`src/rtl/sample_fifo_ctrl.sv`:
```
// Sample FIFO controller: round-robin write arbiter and read sequencer that generate the
// strobe/release pulses for a FIFO that advances on strobe falling edges. Option: SAMPLE_FIFO_CTRL_DROP_EN.
module sample_fifo_ctrl #(
    parameter int unsigned NUM_REQ = 2,
    parameter int unsigned DATA_W  = 8
) (
    input  logic                      sys_clock,
    input  logic                      reset,
    input  logic [NUM_REQ-1:0]        req,
    input  logic [NUM_REQ*DATA_W-1:0] req_data,
    output logic [NUM_REQ-1:0]        grant,
    output logic                      fifo_write_en,
    output logic [DATA_W-1:0]         fifo_di,
    input  logic                      fifo_isFull,
    output logic                      fifo_read_en,
    input  logic [DATA_W-1:0]         fifo_d_out,
    input  logic                      fifo_isEmpty,
    output logic [DATA_W-1:0]         out_data,
    output logic                      out_valid,
    input  logic                      out_ready
`ifdef SAMPLE_FIFO_CTRL_DROP_EN
    ,
    output logic [15:0]               drop_count
`endif
);

    localparam int unsigned PtrW = $clog2(NUM_REQ);

    localparam logic [1:0] W_IDLE    = 2'd0;
    localparam logic [1:0] W_STROBE  = 2'd1;
    localparam logic [1:0] W_GAP     = 2'd2;
`ifdef SAMPLE_FIFO_CTRL_DROP_EN
    localparam logic [1:0] W_DROP    = 2'd3;
`endif

    localparam logic [1:0] R_IDLE    = 2'd0;
    localparam logic [1:0] R_STROBE  = 2'd1;
    localparam logic [1:0] R_RELEASE = 2'd2;
    localparam logic [1:0] R_VALID   = 2'd3;

    logic [1:0]         w_state_q, w_state_d;
    logic [1:0]         r_state_q, r_state_d;
    logic [PtrW-1:0]    rr_ptr_q, rr_ptr_d;
    logic [NUM_REQ-1:0] grant_q, grant_d;
    logic               write_en_q, write_en_d;
    logic [DATA_W-1:0]  di_q, di_d;
    logic               read_en_q, read_en_d;
    logic [DATA_W-1:0]  out_data_q, out_data_d;
    logic               out_valid_q, out_valid_d;
`ifdef SAMPLE_FIFO_CTRL_DROP_EN
    logic [15:0]        drop_q, drop_d;
`endif

    logic [PtrW:0]      cand;
    logic               win_valid;
    logic [PtrW-1:0]    win_idx;
    logic [DATA_W-1:0]  win_data;

    // Scan rr_ptr+1, rr_ptr+2, ... with wrap; the first asserted request wins.
    always_comb begin
        win_valid = 1'b0;
        win_idx   = '0;
        cand      = '0;
        for (int unsigned i = 1; i <= NUM_REQ; i++) begin
            cand = {1'b0, rr_ptr_q} + (PtrW + 1)'(i);
            if (cand >= (PtrW + 1)'(NUM_REQ)) begin
                cand = cand - (PtrW + 1)'(NUM_REQ);
            end
            if (!win_valid && req[cand[PtrW-1:0]]) begin
                win_valid = 1'b1;
                win_idx   = cand[PtrW-1:0];
            end
        end
        win_data = req_data[win_idx*DATA_W +: DATA_W];
    end

    always_comb begin
        w_state_d  = w_state_q;
        rr_ptr_d   = rr_ptr_q;
        grant_d    = '0;
        write_en_d = 1'b0;
        di_d       = di_q;
`ifdef SAMPLE_FIFO_CTRL_DROP_EN
        drop_d     = drop_q;
`endif
        case (w_state_q)
            W_IDLE: begin
                if (win_valid && !fifo_isFull) begin
                    w_state_d  = W_STROBE;
                    rr_ptr_d   = win_idx;
                    grant_d    = NUM_REQ'(1) << win_idx;
                    write_en_d = 1'b1;
                    di_d       = win_data;
                end
`ifdef SAMPLE_FIFO_CTRL_DROP_EN
                else if (win_valid) begin
                    // Full: acknowledge the source so it moves on, but never strobe the FIFO.
                    w_state_d = W_DROP;
                    rr_ptr_d  = win_idx;
                    grant_d   = NUM_REQ'(1) << win_idx;
                    if (drop_q != 16'hFFFF) begin
                        drop_d = drop_q + 16'd1;
                    end
                end
`endif
            end
            W_STROBE: w_state_d = W_GAP;
            default:  w_state_d = W_IDLE;
        endcase
    end

    always_comb begin
        r_state_d   = r_state_q;
        read_en_d   = 1'b0;
        out_data_d  = out_data_q;
        out_valid_d = out_valid_q;
        case (r_state_q)
            R_IDLE: begin
                if (!fifo_isEmpty && !out_valid_q) begin
                    r_state_d = R_STROBE;
                    read_en_d = 1'b1;
                end
            end
            R_STROBE: r_state_d = R_RELEASE;
            R_RELEASE: begin
                r_state_d   = R_VALID;
                out_data_d  = fifo_d_out;
                out_valid_d = 1'b1;
            end
            R_VALID: begin
                if (out_ready) begin
                    r_state_d   = R_IDLE;
                    out_valid_d = 1'b0;
                end
            end
        endcase
    end

    always_ff @(posedge sys_clock or posedge reset) begin
        if (reset) begin
            w_state_q   <= W_IDLE;
            r_state_q   <= R_IDLE;
            rr_ptr_q    <= PtrW'(NUM_REQ - 1);
            grant_q     <= '0;
            write_en_q  <= 1'b0;
            di_q        <= '0;
            read_en_q   <= 1'b0;
            out_data_q  <= '0;
            out_valid_q <= 1'b0;
`ifdef SAMPLE_FIFO_CTRL_DROP_EN
            drop_q      <= '0;
`endif
        end else begin
            w_state_q   <= w_state_d;
            r_state_q   <= r_state_d;
            rr_ptr_q    <= rr_ptr_d;
            grant_q     <= grant_d;
            write_en_q  <= write_en_d;
            di_q        <= di_d;
            read_en_q   <= read_en_d;
            out_data_q  <= out_data_d;
            out_valid_q <= out_valid_d;
`ifdef SAMPLE_FIFO_CTRL_DROP_EN
            drop_q      <= drop_d;
`endif
        end
    end

    assign grant         = grant_q;
    assign fifo_write_en = write_en_q;
    assign fifo_di       = di_q;
    assign fifo_read_en  = read_en_q;
    assign out_data      = out_data_q;
    assign out_valid     = out_valid_q;
`ifdef SAMPLE_FIFO_CTRL_DROP_EN
    assign drop_count    = drop_q;
`endif

endmodule

```
`config.mk`:
```
export PLATFORM = sky130hd
export DESIGN_NAME = sample_fifo_ctrl
export DESIGN_NICKNAME = d
export VERILOG_FILES = /design/src/rtl/sample_fifo_ctrl.sv
export SDC_FILE = /design/constraint.sdc
export NUM_CORES = 1
export LEC_CHECK = 0
export BUFFER_PORTS_ARGS = -buffer_cell sky130_fd_sc_hd__clkbuf_2
export CAP_MARGIN = 20
export CORE_MARGIN = 2
export CORE_UTILIZATION = 42
export CTS_CLUSTER_SIZE = 16
export DETAILED_ROUTE_END_ITERATION = 6
export PLACE_DENSITY_LB_ADDON = 0.08
export SETUP_SLACK_MARGIN = 0.02
export SYNTH_ARGS = -nofsm -noshare
export SYNTH_HDL_FRONTEND = slang
export SYNTH_SLANG_ARGS = --single-unit
```
`constraint.sdc`:
```
create_clock -name sys_clock -period 1.4 [get_ports sys_clock]
set_input_delay 0.35 -clock sys_clock [delete_from_list [all_inputs] [get_ports sys_clock]]
set_output_delay 0.35 -clock sys_clock [all_outputs]
set_load 0.005 [all_outputs]
```
==> results.yml <==
critical_path:
  regToRegSetupSlack_ns: 0.07
  path_max_fanout: 4
  reg2reg_from: "r_state_q[1]"
  worstSetupPathType: "reg -> reg"
  crit_slowest_cell: "dfrtp_1"
  cp-start-kind: "flip-flop"
  crit_required_ns: 1.63
  reg2regPathDepth: 4
  end_kind: "flip-flop"
  rr_endpoint: "r_state_q[1]"
  critPathMaxStageDelay_ns: 0.44
  cp_cell_sequence: "ha_2 > nor2b_1 > a21oi_2 > mux2_1"
  worstSetupEndpoint: "r_state_q[1]"
  critPathLaunch: "r_state_q[1]"
  crit_arrival_ns: 1.56
synth:
  synth-main-ff-cell: "dfrtp_1"
  ys_seq_area_frac: 0.534
  synth_edf_count: 0
  yosys_warnings: 0
  synth_top_family_by_area: "compound AO/OA/AOI/OAI gates"
  yosys.area_share.simple: 0.0513
  syn_nets: 116
  syn_area_um2: 1220
  synthMuxAreaShare: 0.0831
  synth_seq_cells: 26
  synth_cell_types: 24
  yosys.area_share.xor_xnor: 0
  syn_inst: 82
  yosys.area_share.adder: 0.0308
  synth_area_per_cell_um2: 14.9
  async_reset_ff_frac: 1.00
  synth-compound-area-share: 0.252
detailed_routing:
  drt-vias-per-instance: 5.08
  dr.pass1.iters: 2
  wl_met3_um: 170
  drc: 0
  wirelength_mm: 2.27
  wl_met1_mm: 1.00
  drtIter0Drc: 31
  dr_wl_met2_mm: 1.05
  ant_nets: 0
  vias: 859
  wl_per_cell_um: 13.4
  highest_layer: "met4"
timing:
  maxSlewViolCount: 0
  hold_violations: 0
  max_freq_ghz: 0.750
  holdWs_ns: 0.0370
  max-slew-margin-rel: 0.641
  fin_crit_sh: 0.952
  setup_viol: 0
  rsz0062_at_grt: "yes"
  period_needed_ns: 1.33
  clock_skew_ns: 0.0110
  tightest_slew_ns: 0.535
place:
  dp_hpwl_mm: 1.74
  place_congestion: 0.666
  numPlacedInstances: 165
  portBuffers: 51
floorplanning:
  fp.dieH_um: 57.9
  die_area_um2: 3350
  ios: 52
  start_util: 0.442
  coreArea_um2: 2760
  std_cell_rows: 19
  die_x_um: 57.9
global_route:
  grtUsageTotal: 0.149
  grt_pass1_vias: 829
  antenna_found_initial: 0
  grt_max_degree: 27
  grt-ovfl-total: 0
  grt_pass1_wl_mm: 3.74
cells_and_area:
  fin_nets: 173
  layout_commonest_cell: "clkbuf_2"
  seq_area_um2: 652
  final_util: 0.569
  fill_cells: 257
  multi_input_area_um2: 520
  drive_above_1_share: 0.674
  area_growth_pct: 28.7
  most-common-layout-cells: "51 x clkbuf_2, 25 x dfrtp_1, 8 x mux2_2, 8 x o32ai_2, 8 x a2bb2oi_2"
  instances_no_fill: 169
  antenna_cells: 0
clock_network:
  cts_tree: "yes"
  cts_resized: 3
  cts.sinks: 26
  htree_levels: 1
  root_buffer: "clkbuf_4"
  clkSlewWorstSetupHoldPaths_ns: 0.14
  clock_latency_ns: 0.32
  numCtsBuffers: 3
  hold_buffers: 0
  cts.path.max_buffers: 2
  postCtsSetupBuffers: 0
power:
  power.switching_w: 0.000478
  p_clk_frac: 0.217
  seq_power_share: 0.525
  switching_share: 0.274
  power_w: 0.00175
  p_leak_nw: 0.793
  internal-power_w: 0.00127
  powerDensity_nw_per_um2: 1110
  ir_worst_vdd_mv: 0.735
  p_comb_frac: 0.258
outcome:
  status: "complete, no violations"
hold_path:
  min_path_type: "in -> async"
flow_run:
  maxCapViolCount: 0
## cells by family after synthesis
logic type / Yosys count
AO/OA/AOI/OAI: 24
adder cells (fa/ha/maj): 3
buffers and inverters: 11
flip-flops: 26
multiplexers: 9
AND/OR/NAND/NOR: 9
## critical path: cells and delay by family (launching register included)
family                     cells  cell delay, ns
muxes                          1            0.33
DFF                            1            0.44
and+or+nand+nor                1            0.14
adders and majority gates      1            0.19
AOI/OAI and AO/OA              1            0.13
## per-stage QoR
stage | instance area [um^2] | setup TNS [ns] | worst slack [ns]
after floorplan | 1220 | 0 | 0.0950
after global placement | 1520 | -1.38 | -0.167
after CTS | 1570 | 0 | 0.0222
final | 1570 | 0 | 0.0667
after global routing | 1570 | 0 | 0.00103
after detailed placement | 1520 | -1.52 | -0.209
## worst min path at each step
stage | to | slack [ns] | depth (start not counted)
4_1_cts | out_data[5] | 0.04 | 3
2_1_floorplan | fifo_di[0] | 0.39 | 1
5_1_grt | fifo_read_en | 0.05 | 3
6_report | fifo_read_en | 0.04 | 3
3_3_place_gp | out_data[5] | 0.40 | 3
3_5_place_dp | out_data[7] | 0.41 | 3
## state kept, by name (all words and copies together) (netlist names)
name and cells:
fifo_di 8, fifo_read_en 1, fifo_write_en 1, grant 2, out_data 8, out_valid 1
r_state_q 2, rr_ptr_q 1, w_state_q 2
## power groups by stage
| stage | sequential [W] | clock, W | combinational [W] |
|---|---|---|---|
| floorplan | 0.000930 | 0 | 0.000275 |
| global placement | 0.000927 | 0 | 0.000448 |
| detailed placement | 0.000931 | 0 | 0.000457 |
| CTS | 0.000919 | 0.000397 | 0.000458 |
| global route | 0.000930 | 0.000437 | 0.000489 |
| finish | 0.000916 | 0.000379 | 0.000450 |
## layout make-up
cell class | count | share of cell area
Tap cell | 31 | 0.0247
Multi-Input combinational cell | 45 | 0.331
Inverter | 6 | 0.0143
Clock buffer | 4 | 0.0231
Sequential cell | 26 | 0.415
Timing Repair Buffer | 57 | 0.191
## synthesized netlist by cell type, drive strengths merged (2+ instances only)
| cell type | count | area share |
|---|---|---|
| dfrtp | 25 | 0.51 |
| mux2 | 9 | 0.083 |
| a2bb2oi | 8 | 0.098 |
| o32ai | 8 | 0.11 |
| inv | 6 | 0.018 |
| buf | 5 | 0.030 |
| ha | 3 | 0.031 |
| nor2b | 3 | 0.015 |
| a21oi | 2 | 0.0082 |
| nor2 | 2 | 0.0062 |
| o21a | 2 | 0.012 |
## per-layer routing
metal,vias up,global-route usage
li1,414,-
met1,403,0.189
met2,37,0.239
met3,5,0.0313
met4,0,0.0797
met5,-,0
Power figures use the tool's default switching activity.
